**src/rtl/cpu_run_ctrl.sv**
```systemverilog
// cpu_run_ctrl: sequences the CPU reset pulse and gates execution until halt, PC self-loop or cycle budget
module cpu_run_ctrl #(
    parameter int RST_HOLD_CYCLES = 1,
    parameter int MAX_CYCLES      = 50,
    parameter int HALT_STABLE     = 2,
    parameter int PC_W            = 32,
    parameter int CNT_W           = 16
) (
    input  logic             i_clk,
    input  logic             i_rst_n,
    input  logic             i_start,
    input  logic             i_halt,
    input  logic [PC_W-1:0]  i_pc,
    output logic             o_cpu_rst,
    output logic             o_cpu_en,
    output logic             o_running,
    output logic             o_done,
    output logic             o_timeout,
    output logic [CNT_W-1:0] o_cycles,
    output logic [PC_W-1:0]  o_final_pc
);
    localparam int HOLD_W  = $clog2(RST_HOLD_CYCLES) + 1;
    localparam int STALL_W = $clog2(HALT_STABLE + 1) + 1;

    typedef enum logic [1:0] {IDLE, RESET, RUN, DONE} state_t;

    state_t             state, state_nxt;
    logic [HOLD_W-1:0]  hold;
    logic [STALL_W-1:0] stall, stall_nxt;
    logic [PC_W-1:0]    prev_pc;
    logic               first;
    logic [CNT_W-1:0]   cycles_nxt;
    logic               by_halt, by_stall, by_budget, launch, finish;

    assign o_cpu_rst = (state == IDLE) || (state == RESET);
    assign o_cpu_en  = state == RUN;
    assign o_running = (state == RESET) || (state == RUN);
    assign o_done    = state == DONE;

    // state register
    always_ff @(posedge i_clk or negedge i_rst_n) begin
        if (!i_rst_n) state <= IDLE;
        else          state <= state_nxt;
    end

    // next state plus the three termination conditions of a RUN cycle
    always_comb begin
        state_nxt  = state;
        launch     = 1'b0;
        finish     = 1'b0;
        stall_nxt  = (!first && i_pc == prev_pc) ? stall + 1'b1 : '0;
        cycles_nxt = &o_cycles ? o_cycles : o_cycles + 1'b1;
        by_halt    = i_halt;
        by_stall   = stall_nxt == STALL_W'(HALT_STABLE);
        by_budget  = (MAX_CYCLES != 0) && (cycles_nxt == CNT_W'(MAX_CYCLES));
        case (state)
            IDLE, DONE: if (i_start) begin
                state_nxt = RESET;
                launch    = 1'b1;
            end
            RESET: if (hold == '0) state_nxt = RUN;
            RUN: if (by_halt || by_stall || by_budget) begin
                state_nxt = DONE;
                finish    = 1'b1;
            end
            default: state_nxt = IDLE;
        endcase
    end

    // hold/stall bookkeeping and registered status; halt or stall wins over timeout
    always_ff @(posedge i_clk or negedge i_rst_n) begin
        if (!i_rst_n) begin
            hold       <= '0;
            stall      <= '0;
            prev_pc    <= '0;
            first      <= 1'b0;
            o_timeout  <= 1'b0;
            o_cycles   <= '0;
            o_final_pc <= '0;
        end else if (launch) begin
            hold       <= HOLD_W'(RST_HOLD_CYCLES - 1);
            o_timeout  <= 1'b0;
            o_cycles   <= '0;
            o_final_pc <= '0;
        end else if (state == RESET) begin
            hold  <= hold - 1'b1;
            stall <= '0;
            first <= 1'b1;
        end else if (state == RUN) begin
            o_cycles <= cycles_nxt;
            prev_pc  <= i_pc;
            stall    <= stall_nxt;
            first    <= 1'b0;
            if (finish) begin
                o_final_pc <= i_pc;
                o_timeout  <= by_budget && !by_halt && !by_stall;
            end
        end
    end
endmodule

```
**config.mk**
```make
export PLATFORM = sky130hd
export DESIGN_NAME = cpu_run_ctrl
export DESIGN_NICKNAME = d
export VERILOG_FILES = /design/src/rtl/cpu_run_ctrl.sv
export SDC_FILE = /design/constraint.sdc
export NUM_CORES = 1
export LEC_CHECK = 0
export CAP_MARGIN = 20
export CORE_MARGIN = 4
export CORE_UTILIZATION = 53
export CTS_BUF_LIST = sky130_fd_sc_hd__clkbuf_4 sky130_fd_sc_hd__clkbuf_8
export DETAILED_ROUTE_END_ITERATION = 6
export GPL_ROUTABILITY_DRIVEN = 1
export PLACE_DENSITY = 0.82
export SETUP_SLACK_MARGIN = 0.4
export SYNTH_ARGS = -nofsm -noshare
export SYNTH_HDL_FRONTEND = slang
export SYNTH_SLANG_ARGS = --single-unit
```
**constraint.sdc**
```tcl
create_clock -name i_clk -period 4.42 [get_ports i_clk]
set_clock_uncertainty 0.15 [all_clocks]
set_input_delay 0.663 -clock i_clk [delete_from_list [all_inputs] [get_ports i_clk]]
set_output_delay 0.663 -clock i_clk [all_outputs]
set_load 0.005 [all_outputs]
```
* Word level (Yosys, flattened, before mapping)
Cells that the tools add are included.
** Operators by class
- Equality and inequality tests :: 10
- Add/subtract/negate cells :: 3
- Multiplexer cells :: 27
- Bitwise gates (word level) :: 2
- Reduce and logical (&&, ||, !) cells :: 22
** Operator list (number)
- $mux W32 :: 4
- $mux W16 :: 4
- $eq A32 B32 Y1 :: 1
- $add A16 B1 Y16 const B :: 1
- $eq A16 B6 Y1 const B :: 1
- $reduce_and A16 Y1 :: 1
- $mux W1 :: 12
- $mux W3 :: 3
- $reduce_and A3 Y1 :: 3
- $reduce_bool A2 Y1 :: 4
- $mux W2 :: 3
- $ne A2 B2 Y1 const B :: 3
- $pmux W2 S3 :: 1
- $eq A2 B2 Y1 const B :: 2
- $logic_or A1 B1 Y1 :: 4
- $reduce_and A2 Y1 :: 2
- $add A3 B1 Y3 const B :: 1
- $eq A3 B2 Y1 const B :: 1
- $logic_and A1 B1 Y1 :: 3
- $logic_not A1 Y1 :: 3
- $eq A2 B1 Y1 const B :: 1
- $logic_not A2 Y1 :: 1
- $ne A2 B1 Y1 const B :: 1
- $not A1 Y1 :: 2
- other kinds (2) :: 2
** Storage, ports and cells
- Flip-flop bits (word level) :: 88
- Logic and storage cells :: 72

* Logic depth before layout (Yosys ltp)
- Depth after elaboration :: 12
- Mapped depth :: 11
- Mapped depth without buffers :: 8

* Worst setup path after synthesis
No wires, ideal clock.
- Path type :: register to register
- From :: register o_cycles[0]
- To :: register o_final_pc[10]
- Slack :: 1197 ps
- Clock period less this slack :: 3223 ps
- Arrival time :: 2952 ps
- Required time :: 4149 ps
- Cell stages (with the launch flop) :: 11
- Library setup time :: 121 ps
- Path buffers :: 2
- Path through :: dfrtp_1 ha_1 nand3_1 or3_1 clkbuf_2 mux2i_1 or4_1 or4_4 a31o_4 buf_6 a22o_1
** On the way
- Word-level cells in the longest chain between the ends :: 8
- Elaborated cells on any way between the ends :: 9
** RTL lines
- from (decl) :: RTL line 19 : output logic [CNT_W-1:0] o_cycles,
- from (signal assigned) :: RTL line 90 : o_cycles <= cycles_nxt;
- $add A16 B1 Y16 / $reduce_and A16 Y1 (equally long branches) :: RTL line 52 : cycles_nxt = &o_cycles ? o_cycles : o_cycles + 1'b1;
- $mux W16 (*) :: RTL line 52
- $eq A16 B6 Y1 (*) :: RTL line 55 : by_budget = (MAX_CYCLES != 0) && (cycles_nxt == CNT_W'(MAX_CYCLES));
- $logic_or A1 B1 Y1 (*) :: RTL line 62 : RUN: if (by_halt || by_stall || by_budget) begin
- $mux W1 (*) :: RTL line 62
- $mux W1 (*) :: RTL line 56 : case (state)
- $reduce_bool A2 Y1 (no line) (*)
- $reduce_and A3 Y1 (no line) (*)
- to (signal assigned) :: RTL line 95 : o_final_pc <= i_pc;
- to (decl) :: RTL line 20 : output logic [PC_W-1:0] o_final_pc
Every way passes the cells marked *; elsewhere a longest branch is shown, timed or not.
A chain may end at the register's enable or synchronous reset.

* Worst setup path in the final report
- From :: register o_cycles[0]
- To :: register o_final_pc[14]
The elaborated chain is that of the path after synthesis.

==> impl_metrics.json <==
{
  "status": "finished, final reports clean",
  "fin_tns_setup_ns": 0,
  "max_stage_delay_ns": 0.52,
  "post_cts_buffers": 0,
  "fmax_mhz": 292,
  "chipWidth_um": 99.1,
  "crit_buf_inv": 0,
  "tightest_slew_ns": 0.736,
  "drt-initial-drc-count": 171,
  "utilization_pct": 70.1,
  "cts_resized": 0,
  "clock_path_buffers": 2,
  "initial_core_util_pct": 55.8,
  "min_period_ns": 3.43,
  "leakage_nw": 2.28,
  "place_worst_setup_slack_ns": 0.763,
  "cts_tree": "built",
  "dp_hpwl_mm": 7.20,
  "avgSynthCellArea_um2": 11.3,
  "vias": 3457,
  "die_height_um": 99.1,
  "cts_made_buffers": 9,
  "path_clk_slew_ns": 0.09,
  "cp_slowest_cell": "or4_1",
  "netlist_area_um2": 4400,
  "layout.cells.non_filler": 577,
  "yosysSeqAreaShare_pct": 50.0,
  "drv_slew": 0,
  "arrival_ns": 3.53,
  "dieArea_um2": 9830,
  "cp-end-kind": "register",
  "place_inst": 560,
  "n_antenna_cell": 0,
  "synth-edff-count": 0,
  "ys_async_sr_fraction_pct": 100,
  "path_class": "register to register",
  "drive_gt1_share_pct": 13.9,
  "drt_first_pass_iters": 4,
  "path_cells": "ha_1 -> nand3_1 -> or3_1 -> mux2i_1 -> or4_1 -> or4_4 -> a31o_4 -> a22o_1",
  "setup_slack_ns": 0.990,
  "synth_nets": 431,
  "grt_pass1_vias": 3495,
  "ctsHoldBuffers": 0,
  "antenna_found_initial": 0,
  "drt-total-wl_mm": 10.2,
  "rows": 32,
  "hold_viol_final": 0,
  "grt_pass1_wl_mm": 17.2,
  "yosysWarnings": 0,
  "clock_latency_ns": 0.36,
  "place_congestion": 0.970,
  "viasPerCell": 5.99,
  "drc": 0,
  "area_growth_pct": 25.6,
  "grt_start_max_net_pins": 89,
  "holdWs_ns": 0.140,
  "cp_top_family": "simple AND/OR/NAND/NOR gates",
  "relSlewSlack_pct": 50.5,
  "ys.flop_type": "dfrtp_1",
  "fillers": 581,
  "power_density_nw_per_um2": 610,
  "setup_violations": 0,
  "worstSetupStartpointType": "register",
  "post_drt_wl_per_cell_um": 17.6,
  "ir_drop_mv": 0.299,
  "fin_crit_sh_pct": 77.6,
  "port_buffers": 88,
  "synthCells": 388,
  "maxCapViolCount": 0,
  "crit_fanout": 32,
  "critPathRequiredTime_ns": 4.52,
  "ant_nets": 0,
  "synth-seq-cells": 88,
  "grt-ovfl-total": 0,
  "rsz0062_at_grt": "no",
  "synthDistinctLibCells": 50,
  "ios": 89,
  "cts.sinks": 88,
  "core_um2": 7890,
  "cts_root_buf": "clkbuf_8",
  "cts_htree_levels": 3,
  "hp-class": "input pin to async pin",
  "grt_usage_pct": 21.6,
  "fin_nets": 513
}
## worst paths after layout
kind                                startpoint              to  slack, ns  cells past startpoint
worst max-delay path               o_cycles[0]  o_final_pc[14]       0.99                      8
worst min-delay path                   i_rst_n  o_final_pc[19]       0.14                      1
max in group asynchronous              i_rst_n     prev_pc[11]       3.36                      2
min in group i_clk              o_final_pc[21]  o_final_pc[21]       0.36                      1
worst max register to register     o_cycles[0]  o_final_pc[14]       0.99                      8
worst min register to register  o_final_pc[21]  o_final_pc[21]       0.36                      1
## through the flow
stage               instance area [µm²]  total power [mW]
floorplan                          4400              2.27
global placement                   5320              2.77
detailed placement                 5320              2.85
CTS                                5510              3.39
global route                       5530              3.60
finish                             5530              3.38
## final cells by class
| class | count | area, µm² | share of cell area (%) |
|---|---|---|---|
| sequential | 88 | 2200 | 39.8 |
| multi-input combinational | 270 | 2050 | 37.0 |
| timing repair buffer | 93 | 928 | 16.8 |
| clock buffer | 10 | 138 | 2.49 |
| tap | 102 | 128 | 2.31 |
| clock inverter | 6 | 55.1 | 0.996 |
| inverter | 8 | 30.0 | 0.543 |
## cell families (layout without fill, tap and decap cells)
logic type / Yosys count / after routing / synth area share [%]
AND/OR/NAND/NOR: 92 / 92 / 11.9
buffers and inverters: 30 / 117 / 3.47
AO/OA/AOI/OAI: 95 / 95 / 15.5
flip-flops: 88 / 88 / 50.0
XOR/XNOR: 38 / 38 / 7.56
adder cells (fa/ha/maj): 7 / 7 / 1.99
multiplexers: 38 / 38 / 9.61
## power by group
part | internal [mW] | switching [mW]
registers | 1.11 | 0.238
logic | 0.842 | 0.640
clock network | 0.234 | 0.311
total | 2.19 | 1.19
## synthesized netlist by cell type (2+ instances only)
master	count	area, µm²
inv_1	8	30.0
nor3_1	7	35.0
o211ai_1	2	15.0
nand4_1	18	113
a211oi_1	2	15.0
dfrtp_1	88	2200
or2_2	4	25.0
nand3_1	6	30.0
xnor2_1	36	315
nor4_1	4	25.0
o22a_1	2	17.5
mux2i_1	4	40.0
o22ai_1	2	12.5
ha_1	7	87.6
nor2b_1	2	12.5
buf_4	2	15.0
a21oi_1	18	90.1
o21a_1	3	22.5
clkbuf_2	2	10.0
o31ai_1	3	22.5
or3_1	2	12.5
a22o_1	35	307
mux2_2	34	383
buf_2	6	30.0
clkbuf_1	9	33.8
xor2_1	2	17.5
a31oi_1	3	18.8
buf_6	3	33.8
nand2b_1	3	18.8
o21ai_0	18	90.1
nand2_1	13	48.8
and3_1	5	31.3
nor2_1	18	67.6
## state kept, by name, summed over array words and instances, names as in the netlist
signal / cells
prev_pc: 32
first: 1
o_timeout: 1
o_final_pc: 32
o_cycles: 16
stall: 3
state: 2
hold: 1
## placed cells by master (no fill, tap or decap), drive strengths merged, types with 2 or more instances in the layout
master / n
a211oi: 2
a21oi: 19
a22o: 35
a31oi: 3
and3: 5
and4: 2
buf: 6
clkbuf: 10
clkdlybuf4s50: 87
dfrtp: 88
ha: 7
inv: 14
mux2: 34
mux2i: 4
nand2: 13
nand2b: 3
nand3: 6
nand4: 20
nor2: 18
nor2b: 2
nor3: 7
nor4: 4
o211ai: 2
o21a: 3
o21ai: 18
o22a: 2
o22ai: 2
o31ai: 3
or2: 5
or3: 2
or4: 2
xnor2: 36
xor2: 2
## routing by layer
metal	track usage, %	part of all wire [%]	up-vias
li1	-	-	1601
met1	29.0	43	1697
met2	34.6	48	143
met3	5.47	7.4	16
met4	6.93	1.6	0
met5	0	0	-
Power figures use the tool's default switching activity.
